<file path="config.mk">
export PLATFORM = sky130hd
export DESIGN_NAME = digit_scan_ctrl
export DESIGN_NICKNAME = d
export VERILOG_FILES = /design/src/rtl/digit_scan_ctrl.sv
export SDC_FILE = /design/constraint.sdc
export NUM_CORES = 1
export LEC_CHECK = 0
export CELL_PAD_IN_SITES_DETAIL_PLACEMENT = 1
export CELL_PAD_IN_SITES_GLOBAL_PLACEMENT = 1
export CORE_UTILIZATION = 41
export CTS_CLUSTER_DIAMETER = 60
export DETAILED_ROUTE_END_ITERATION = 12
export GPL_ROUTABILITY_DRIVEN = 0
export GPL_TIMING_DRIVEN = 0
export PLACE_DENSITY_LB_ADDON = 0.1
export SYNTH_ARGS = -nofsm -noshare
export SYNTH_HDL_FRONTEND = slang
export SYNTH_SLANG_ARGS = --single-unit
</file>
<file path="constraint.sdc">
create_clock -name clk -period 4.74 [get_ports clk]
set_input_delay 0.948 -clock clk [delete_from_list [all_inputs] [get_ports clk]]
set_output_delay 0.948 -clock clk [all_outputs]
set_load 0.01 [all_outputs]
</file>
<file path="src/rtl/digit_scan_ctrl.sv">
// Time-multiplexed digit scanner: steps a binary digit index through the enabled digits,
// blanking the decoder enable at the start of every slot to suppress ghosting.
module digit_scan_ctrl #(
  parameter int unsigned N      = 3,
  parameter int unsigned DIGITS = 8,
  parameter int unsigned DIV    = 50000,
  parameter int unsigned BLANK  = 4
) (
  input  logic                  clk,
  input  logic                  reset,
  input  logic                  run,
  input  logic [DIGITS-1:0]     digit_mask,
  input  logic [4*DIGITS-1:0]   data_in,
  output logic [N-1:0]          sel,
  output logic                  sel_en,
  output logic [3:0]            digit_out,
  output logic                  tick
);

  localparam int unsigned     NumIdx    = 1 << N;
  localparam int unsigned     CntW      = $clog2(DIV);
  localparam logic [CntW-1:0] SlotLast  = CntW'(DIV - 1);
  localparam logic [CntW-1:0] BlankLast = CntW'((BLANK == 0) ? 0 : BLANK - 1);

  localparam logic [1:0] StIdle  = 2'd0;
  localparam logic [1:0] StBlank = 2'd1;
  localparam logic [1:0] StShow  = 2'd2;
  localparam logic [1:0] StEntry = (BLANK == 0) ? StShow : StBlank;

  logic [1:0]        state_q, state_d;
  logic [CntW-1:0]   cnt_q, cnt_d;
  logic [N-1:0]      sel_q, sel_d;
  logic              sel_en_q, sel_en_d;
  logic              tick_q, tick_d;
  logic [NumIdx-1:0] mask_ext;

  // Zero-extended so any N-bit index is in range; unused indices are never enabled.
  assign mask_ext = NumIdx'(digit_mask);

  // First enabled index at or after start (or strictly after it), wrapping at DIGITS.
  function automatic logic [N-1:0] scan_from(input logic [N-1:0]      start,
                                             input logic [NumIdx-1:0] mask,
                                             input logic              skip_start);
    logic [N-1:0] res;
    logic [N-1:0] idx;
    logic         found;
    int unsigned  pos;
    res   = start;
    found = 1'b0;
    for (int unsigned k = 0; k < DIGITS; k++) begin
      pos = (32'(start) + k + 32'(skip_start)) % DIGITS;
      idx = N'(pos);
      if (!found && mask[idx]) begin
        res   = idx;
        found = 1'b1;
      end
    end
    return res;
  endfunction

  always_comb begin
    state_d  = state_q;
    cnt_d    = cnt_q;
    sel_d    = sel_q;
    sel_en_d = 1'b0;
    tick_d   = 1'b0;
    if (!run || (digit_mask == '0)) begin
      state_d = StIdle;
      cnt_d   = '0;
    end else begin
      case (state_q)
        StIdle: begin
          state_d  = StEntry;
          cnt_d    = '0;
          sel_d    = scan_from(sel_q, mask_ext, 1'b0);
          sel_en_d = (BLANK == 0) && mask_ext[sel_d];
        end
        StBlank, StShow: begin
          if (cnt_q == SlotLast) begin
            state_d  = StEntry;
            cnt_d    = '0;
            tick_d   = 1'b1;
            sel_d    = scan_from(sel_q, mask_ext, 1'b1);
            sel_en_d = (BLANK == 0) && mask_ext[sel_d];
          end else begin
            cnt_d = cnt_q + CntW'(1);
            if (state_q == StBlank) begin
              if (cnt_q == BlankLast) begin
                state_d  = StShow;
                sel_en_d = mask_ext[sel_q];
              end
            end else begin
              // Once the digit is masked off mid-slot it stays dark until the slot ends.
              sel_en_d = sel_en_q & mask_ext[sel_q];
            end
          end
        end
        default: begin
          state_d = StIdle;
          cnt_d   = '0;
        end
      endcase
    end
  end

  always_ff @(posedge clk) begin
    if (reset) begin
      state_q  <= StIdle;
      cnt_q    <= '0;
      sel_q    <= '0;
      sel_en_q <= 1'b0;
      tick_q   <= 1'b0;
    end else begin
      state_q  <= state_d;
      cnt_q    <= cnt_d;
      sel_q    <= sel_d;
      sel_en_q <= sel_en_d;
      tick_q   <= tick_d;
    end
  end

  logic [3:0] nib [NumIdx];

  for (genvar i = 0; i < NumIdx; i++) begin : g_nib
    if (i < DIGITS) begin : g_used
      assign nib[i] = data_in[4*i +: 4];
    end else begin : g_pad
      assign nib[i] = 4'h0;
    end
  end

  assign sel       = sel_q;
  assign sel_en    = sel_en_q;
  assign tick      = tick_q;
  assign digit_out = nib[sel_q];

endmodule

</file>
==> impl.org, run 1 <==
** Outcome
- The flow ran to the end, and the final reports show no timing, DRC or antenna violations.

** Cells and area
- Cells fill 51.87% of the core in the end.
- Final instance count without filler cells :: 521
- NumNets Final :: 474
- Fraction of layout cells with a size suffix above 1 :: 13.27%
- Leaving out fill and tap cells, the most frequent cell in the layout is sky130_fd_sc_hd__clkdlybuf4s50_1.
- With fillers left out, the area of the finished cells amounts to 3762 µm².
- Combined area of the multi-input logic cells :: 2436 µm²
- Reg area :: 460.4 µm²
- Most used cells in the layout excluding fill and tap cells :: sky130_fd_sc_hd__clkdlybuf4s50_1 (51), sky130_fd_sc_hd__nor2_1 (45), sky130_fd_sc_hd__nand2_1 (40), sky130_fd_sc_hd__mux4_2 (25), sky130_fd_sc_hd__dfxtp_1 (23)
- The repair_antennas step left the layout with diodes totalling 0.
- Relative to the synthesized area, the layout overhead comes to 22.09%.
- Number of fillers in the final layout :: 899

** Worst setup path
- Endpoint type of the worst setup path :: flop
- The worst register-to-register path has a setup slack of 0.42 ns.
- Worst-path fanout max :: 10
- The critical path is of the reg -> reg type.
- Worst path required time :: 4.90 ns
- Measured in cells, the most critical reg-to-reg path has a length of 14.
- Arr. time, crit path :: 4.48 ns
- Crit path launch type :: flop

** Global routing
- First-pass GRT wire length :: 16.33 mm
- For this run, the total global-route usage over all layers was measured as 26.95%.
- Met2 track demand over resource :: 43.85%
- Number of antenna violations at the first check in global routing :: 0
- Busiest layer in global routing :: met2
- Global routing finished with a remaining overflow of 0.
- In the global route stage, met3 resource usage came out at 5.970%.
- Largest net degree at the start of global routing :: 14
- GR Layer Usage met1 :: 37.17%
- Number of global-route vias before repair :: 3171

** Detailed routing
- DRC Markers :: 0
- Pre-Repair DR Iteration Count :: 5
- In the routed layout, each cell is associated on average with a via count of 6.146.
- In the final routed layout, each cell accounts on average for 19.74 µm.
- For this block, the initial DRC count from the detailed router was 189.
- The count of nets left with antenna violations once routing finished came out at 0.
- The final layout contains routed wiring with a total length of 10.29 mm.
- Via count :: 3202

** Clocking
- Clock tree synthesis selected as its root buffer the cell sky130_fd_sc_hd__clkbuf_8.
- The clock drives 23 sinks.
- Skew-Pair Late Insertion Delay :: 0.27 ns
- After clock tree synthesis, the clock-pin slew on the worst setup and hold paths is 0.09 ns.
- Number of buffers added for setup after CTS :: 0
- Count of H-tree levels built during CTS :: 1
- TritonCTS buffer count :: 3
- Bufs on Longest Clock Path :: 2
- The number of gates resized after CTS was 0.
- Buffers inserted to repair hold after CTS numbered 0.
- CTS tree :: done

** STA
- Achievable clock frequency :: 231.6 MHz
- Across the routed clock network, the largest skew measured is 0.003531 ns.
- Hold violation total from the final report :: 0
- Setup repair after global routing missed its margin :: false
- Setup WS post-layout :: 0.4228 ns
- Slew at the pin with the worst max-slew slack :: 0.6471 ns
- Total Negative Setup Slacks :: 0 ns
- Final worst path period need :: 4.317 ns
- Max transition margin :: 56.86%
- Total of endpoints with negative setup slack in the final report :: 0
- On the final layout, the worst hold slack is 0.4735 ns.
- Final Max Slew Viols :: 0
- Share of the cycle needed by the critical path after routing :: 91.08%

** Floorplanning
- Core box area :: 7253 µm²
- The die covers 7867 µm².
- The floorplan has 31 rows.
- Width of the die :: 88.70 µm
- During I/O placement, the number of pins put on the boundary was 52.
- Once the floorplan was initialized, standard cells occupied 42.49% of the core.
- The floorplan step set the die height to 88.70 µm.

** Synth
- Per-instance average area after synthesis :: 8.397 µm²
- Number of enable flip-flop cells after synthesis :: 0
- Summed over all instances, the cell type with the most area after synthesis is sky130_fd_sc_hd__mux4_2.
- Yosys warns :: 0
- Top FF cell, synth :: sky130_fd_sc_hd__dfxtp_1
- Share of async-settable or async-resettable flops after synthesis :: 0%
- After technology mapping, the gate count stands at 367.
- Share of the synthesized area in the top cell type :: 18.27%
- Cell area after synthesis :: 3082 µm²
- Flip-flop and latch count after synthesis :: 23
- Yosys mapped the design onto 59 distinct sky130hd cell types.
- Leading cell types by total area after synthesis :: sky130_fd_sc_hd__mux4_2 (18%), sky130_fd_sc_hd__dfxtp_1 (15%), sky130_fd_sc_hd__mux2i_1 (5.8%), sky130_fd_sc_hd__nor2_1 (5.5%), sky130_fd_sc_hd__nand2_1 (4.9%)
- The number of nets handed over by synthesis was 418.
- The share of the Yosys chip area taken by registers is 14.94%.

** Worst hold path
- Hold depth :: 1
- The min-delay analysis places its worst path in the category reg -> reg.

** Place
- After legalization and detailed placement, the total HPWL measured 7.931 mm.
- Quantity of I/O buffers inserted on ports :: 51
- Placed instance count :: 517
- Timing analysis after detailed placement gives a worst setup slack of 0.4988 ns.
- Summing all placed instances gives a cell area of 3716 µm².

** Power and ir drop
- Peak ir drop on the vdd network :: 0.2162 mV
- Dividing total power by cell area gives a power density of 466.7 nW/µm².
- The analysis attributes to cell leakage a power of 1.317 nW.
- The completed layout was analyzed and its total power is 1.756 mW.

** Flow run
- Max-cap violations in this run came to 0.
worst paths after layout:
kind | end | from
worst max register to register | sel[1] | sel[0]
worst min-delay path | cnt_q[0] | cnt_q[0]
worst min register to register | cnt_q[0] | cnt_q[0]
worst max-delay path | sel[1] | sel[0]
sequential cells by signal, summed over array words and instances, names as in the netlist:
signal,flops
sel_en,1
tick,1
state_q,2
sel,3
cnt_q,16
cells in the mapped netlist (10+ instances only):
cell / n
sky130_fd_sc_hd__o21ai_0: 13
sky130_fd_sc_hd__xnor2_1: 10
sky130_fd_sc_hd__a21oi_1: 14
sky130_fd_sc_hd__nand2_1: 40
sky130_fd_sc_hd__dfxtp_1: 23
sky130_fd_sc_hd__clkbuf_1: 12
sky130_fd_sc_hd__mux2i_1: 18
sky130_fd_sc_hd__nor2_1: 45
sky130_fd_sc_hd__nor3_1: 18
sky130_fd_sc_hd__mux4_2: 25
final cells by class:
type / count / area share [%]
multi-input cells: 307 / 64.75
repair buffers: 51 / 13.57
flip-flops and latches: 23 / 12.24
plain buffers: 27 / 3.924
well taps: 99 / 3.292
clock buffers: 3 / 1.097
inverters: 10 / 0.9977
clock inverters: 1 / 0.1330
cell families after synthesis:
family	synth area share, %
compound gates	16.89
xor+xnor	7.511
fa+ha+maj	3.248
buf+inv	6.009
flops	14.94
mux	28.14
simple gates	23.26
power by group:
part,internal (mW),switching (mW)
registers,0.201,0.0151
clock network,0.0588,0.0662
logic,0.615,0.799
total,0.876,0.880
metal layers:
| metal | share of wire [%] | up-vias |
|---|---|---|
| li1 | - | 1486 |
| met3 | 8.1 | 11 |
| met4 | 1.1 | 0 |
| met5 | 0 | - |
| met1 | 44 | 1580 |
| met2 | 46 | 125 |
worst max-delay path, cell delays in order, from the launching register on:
cell and delay [ns]:
sky130_fd_sc_hd__dfxtp_1 0.44, sky130_fd_sc_hd__buf_6 0.22, sky130_fd_sc_hd__buf_6 0.17, sky130_fd_sc_hd__clkinv_1 0.37
sky130_fd_sc_hd__ha_1 0.47, sky130_fd_sc_hd__buf_6 0.14, sky130_fd_sc_hd__buf_2 0.26, sky130_fd_sc_hd__clkbuf_1 0.54
sky130_fd_sc_hd__a31oi_1 0.17, sky130_fd_sc_hd__nand4_1 0.12, sky130_fd_sc_hd__o2111ai_1 0.31, sky130_fd_sc_hd__nor3_2 0.40
sky130_fd_sc_hd__o21ai_0 0.15, sky130_fd_sc_hd__a221oi_1 0.37, sky130_fd_sc_hd__nor3_2 0.06
Note: power is estimated with default switching activity, not from simulation.
==> inputs of run 2 (changes only) <==
Settings changed: SETUP_SLACK_MARGIN set to 0.4.
==> run 2 against run 1 <==
Against the previous run:
- clock power about the same
- setup slack better by 0.19 ns
- maximum frequency is 4.6% higher
- first-iteration DRC count is 19% lower
- global-route usage unchanged
- die area unchanged
- clock-buffer cell count is the same
- wire length is 0.31% higher
- via count decreased by 0.34%
- critical endpoint is now digit_out[3]
==> impl.org, run 2 (synthesized netlist as in run 1, its figures left out) <==
** STA
- The worst relative slew slack came to 58.76% (was 56.86%).
- Setup repair after global routing missed its margin :: true (was false)
- The worst-case clock skew came to 0.003677 ns (was 0.003531 ns).
- Final Max Slew Viols :: 0 (unchanged)
- Total Negative Setup Slacks :: 0 ns (unchanged)
- The count of endpoints failing setup in the final report was 0 (unchanged).
- The fmax was 242.3 MHz (was 231.6 MHz).
- The tightest hold margin is 0.4730 ns (was 0.4735 ns).
- The slew at the pin with the worst max-slew slack is 0.6141 ns (was 0.6471 ns).
- Share of the cycle needed by the critical path after routing :: 87.08% (was 91.08%)
- Hold violation total from the final report :: 0 (unchanged)
- The minimum setup slack in the final design is 0.6124 ns (was 0.4228 ns).
- The minimum period implied by the final worst setup slack came to 4.128 ns (was 4.317 ns).

** Clocking
- Clock slew at reported path FFs :: 0.09 ns (about the same)
- TritonCTS buffer count :: 3 (unchanged)
- Hold Buf Count CTS :: 0 (unchanged)
- The number of post-CTS setup repair buffers came to 0 (unchanged).
- The post-cts sizing count came to 0 (unchanged).
- Count of H-tree levels built during CTS :: 1 (unchanged)
- Skew-Pair Late Insertion Delay :: 0.27 ns (about the same)
- The clock tree from TritonCTS is done (unchanged).
- Clock root buffer :: sky130_fd_sc_hd__clkbuf_8 (unchanged)
- The total number of clock tree sinks is 23 (unchanged).
- The clock tree buffer depth was 2 (unchanged).

** Global routing
- The global-route wire length before repair was 16.33 mm (unchanged).
- Met2 track demand over resource :: 43.85% (unchanged)
- Congestion Overflow GR :: 0 (unchanged)
- The initial antenna violation count came to 0 (unchanged).
- The met3 demand-to-capacity share in global routing came to 5.970% (unchanged).
- GR Layer Usage met1 :: 37.17% (unchanged)
- Busiest layer in global routing :: met2 (unchanged)
- Global-route usage over all layers :: 26.95% (unchanged)
- Largest net degree at the start of global routing :: 14 (unchanged)
- The via count of the first global-routing pass is 3171 (unchanged).

** Cells and area
- N_diodes :: 0 (unchanged)
- Top register by number of flip-flops :: cnt_q (unchanged)
- Number of fillers in the final layout :: 897 (was 899)
- NumNets Final :: 474 (unchanged)
- Most used cells in the layout excluding fill and tap cells: sky130_fd_sc_hd__clkdlybuf4s50_1 (51), sky130_fd_sc_hd__nor2_1 (45), sky130_fd_sc_hd__nand2_1 (40), sky130_fd_sc_hd__mux4_2 (25), sky130_fd_sc_hd__dfxtp_1 (23) (unchanged).
- The area growth from synthesis to layout was 22.41% (was 22.09%).
- Reg area :: 460.4 µm² (unchanged)
- Combined area of the multi-input logic cells :: 2439 µm² (was 2436 µm²)
- Fraction of layout cells with a size suffix above 1 :: 13.98% (was 13.27%)
- Finished layout cell area :: 3772 µm² (was 3762 µm²)
- The flip-flop count of the largest register after layout is 16 (unchanged).
- Most common cell after layout, fill and taps aside :: sky130_fd_sc_hd__clkdlybuf4s50_1 (unchanged)

** Floorplanning
- The initial cell density of the core came to 42.49% (unchanged).
- Number of placement rows :: 31 (unchanged)
- The floorplan die area is 7867 µm² (unchanged).
- Core box area :: 7253 µm² (unchanged)
- Width of the die :: 88.70 µm (unchanged)
- Ports :: 52 (unchanged)
- The die height was 88.70 µm (unchanged).

** Worst setup path
- The worst path arrival time was 3.18 ns (was 4.48 ns).
- Worst path required time :: 3.79 ns (was 4.90 ns)
- Endpoint type of the worst setup path :: output port (was flop)
- The maximum fanout along the worst path was 10 (unchanged).
- Worst reg-to-reg path cell count :: 13 (was 14)
- The kind of start point of the critical path is a flop (unchanged).
- Type of the worst setup path :: reg -> out (was reg -> reg)

** Outcome
- Run status :: finished, final reports clean (unchanged)

** Detailed routing
- DRC Markers :: 0 (unchanged)
- The average vias per placed instance came to 6.125 (was 6.146).
- Pre-Repair DR Iteration Count :: 4 (was 5)
- The total vias in the final route was 3191 (was 3202).
- The violation count after the first detailed-route iteration is 154 (was 189).
- The wire length per cell after detailed routing came to 19.81 µm (was 19.74 µm).
- The final wirelength came to 10.32 mm (was 10.29 mm).
- The remaining antenna violation count came to 0 (unchanged).

** Power and ir drop
- Peak ir drop on the vdd network :: 0.2253 mV (was 0.2162 mV)
- The total power was 1.763 mW (was 1.756 mW).
- The static leakage came to 1.320 nW (was 1.317 nW).
- The power density over the cells came to 467.3 nW/µm² (was 466.7 nW/µm²).

** Place
- The detailed placer's ending HPWL is 7.931 mm (unchanged).
- Post-placement setup slack :: 0.4988 ns (unchanged)
- Cell area after placement :: 3716 µm² (unchanged)
- The count of buffers inserted at the top-level ports came to 51 (unchanged).

** Worst hold path
- The class of the worst hold path is reg -> reg (unchanged).
- Hold depth :: 1 (unchanged)

** Flow run
- The count of max-cap constraint violations came to 0 (unchanged).
## run 2: cell types whose count changed in the layout (fill, tap and decap cells not counted)
cell	delta
sky130_fd_sc_hd__nor2b_2	+1
sky130_fd_sc_hd__buf_2	-1
sky130_fd_sc_hd__clkinv_1	-1
sky130_fd_sc_hd__clkinvlp_4	+1
sky130_fd_sc_hd__clkbuf_2	+1
sky130_fd_sc_hd__clkbuf_1	-1
sky130_fd_sc_hd__clkbuf_4	+1
sky130_fd_sc_hd__nor2b_1	-1
## run 2: worst max-delay path, cell delays in order, from the launching register on
cell,delay (ns)
sky130_fd_sc_hd__dfxtp_1,0.44
sky130_fd_sc_hd__buf_6,0.22
sky130_fd_sc_hd__buf_6,0.19
sky130_fd_sc_hd__buf_2,0.25
sky130_fd_sc_hd__buf_2,0.29
sky130_fd_sc_hd__clkbuf_4,0.31
sky130_fd_sc_hd__mux4_2,0.53
sky130_fd_sc_hd__nand2_1,0.08
sky130_fd_sc_hd__nand2_1,0.07
sky130_fd_sc_hd__clkdlybuf4s50_1,0.49
## run 2: cell type report
type,count,share of cell area (%)
well taps,99,3.284
clock buffers,3,1.095
multi-input cells,307,64.64
clock inverters,1,0.1327
repair buffers,51,13.53
plain buffers,27,4.013
inverters,10,1.095
flip-flops and latches,23,12.21
## run 2: worst paths after layout
check	start	to	slack, ns
setup / recovery	sel[0]	digit_out[3]	0.61
setup reg to reg	sel[1]	sel[0]	0.67
hold reg to reg	cnt_q[0]	cnt_q[0]	0.47
hold / removal	cnt_q[0]	cnt_q[0]	0.47
## run 2: through the flow
step	std cells	utilization, %
finish	521	52.01
global route	521	52.01
CTS	521	51.87
detailed placement	517	51.23
global placement	517	51.23
floorplan	367	-
## run 2: per-layer routing
metal | part of all wire, % | up-vias
met5 | 0 | -
met4 | 0.73 | 0
met3 | 8.2 | 6
met2 | 47 | 115
met1 | 44 | 1585
li1 | - | 1485
## run 2: power breakdown
group | switching, mW | leakage (nW) | internal (mW)
clock network | 0.0663 | 0.0255 | 0.0588
logic | 0.802 | 1.11 | 0.620
registers | 0.0151 | 0.186 | 0.201
total | 0.883 | 1.32 | 0.880
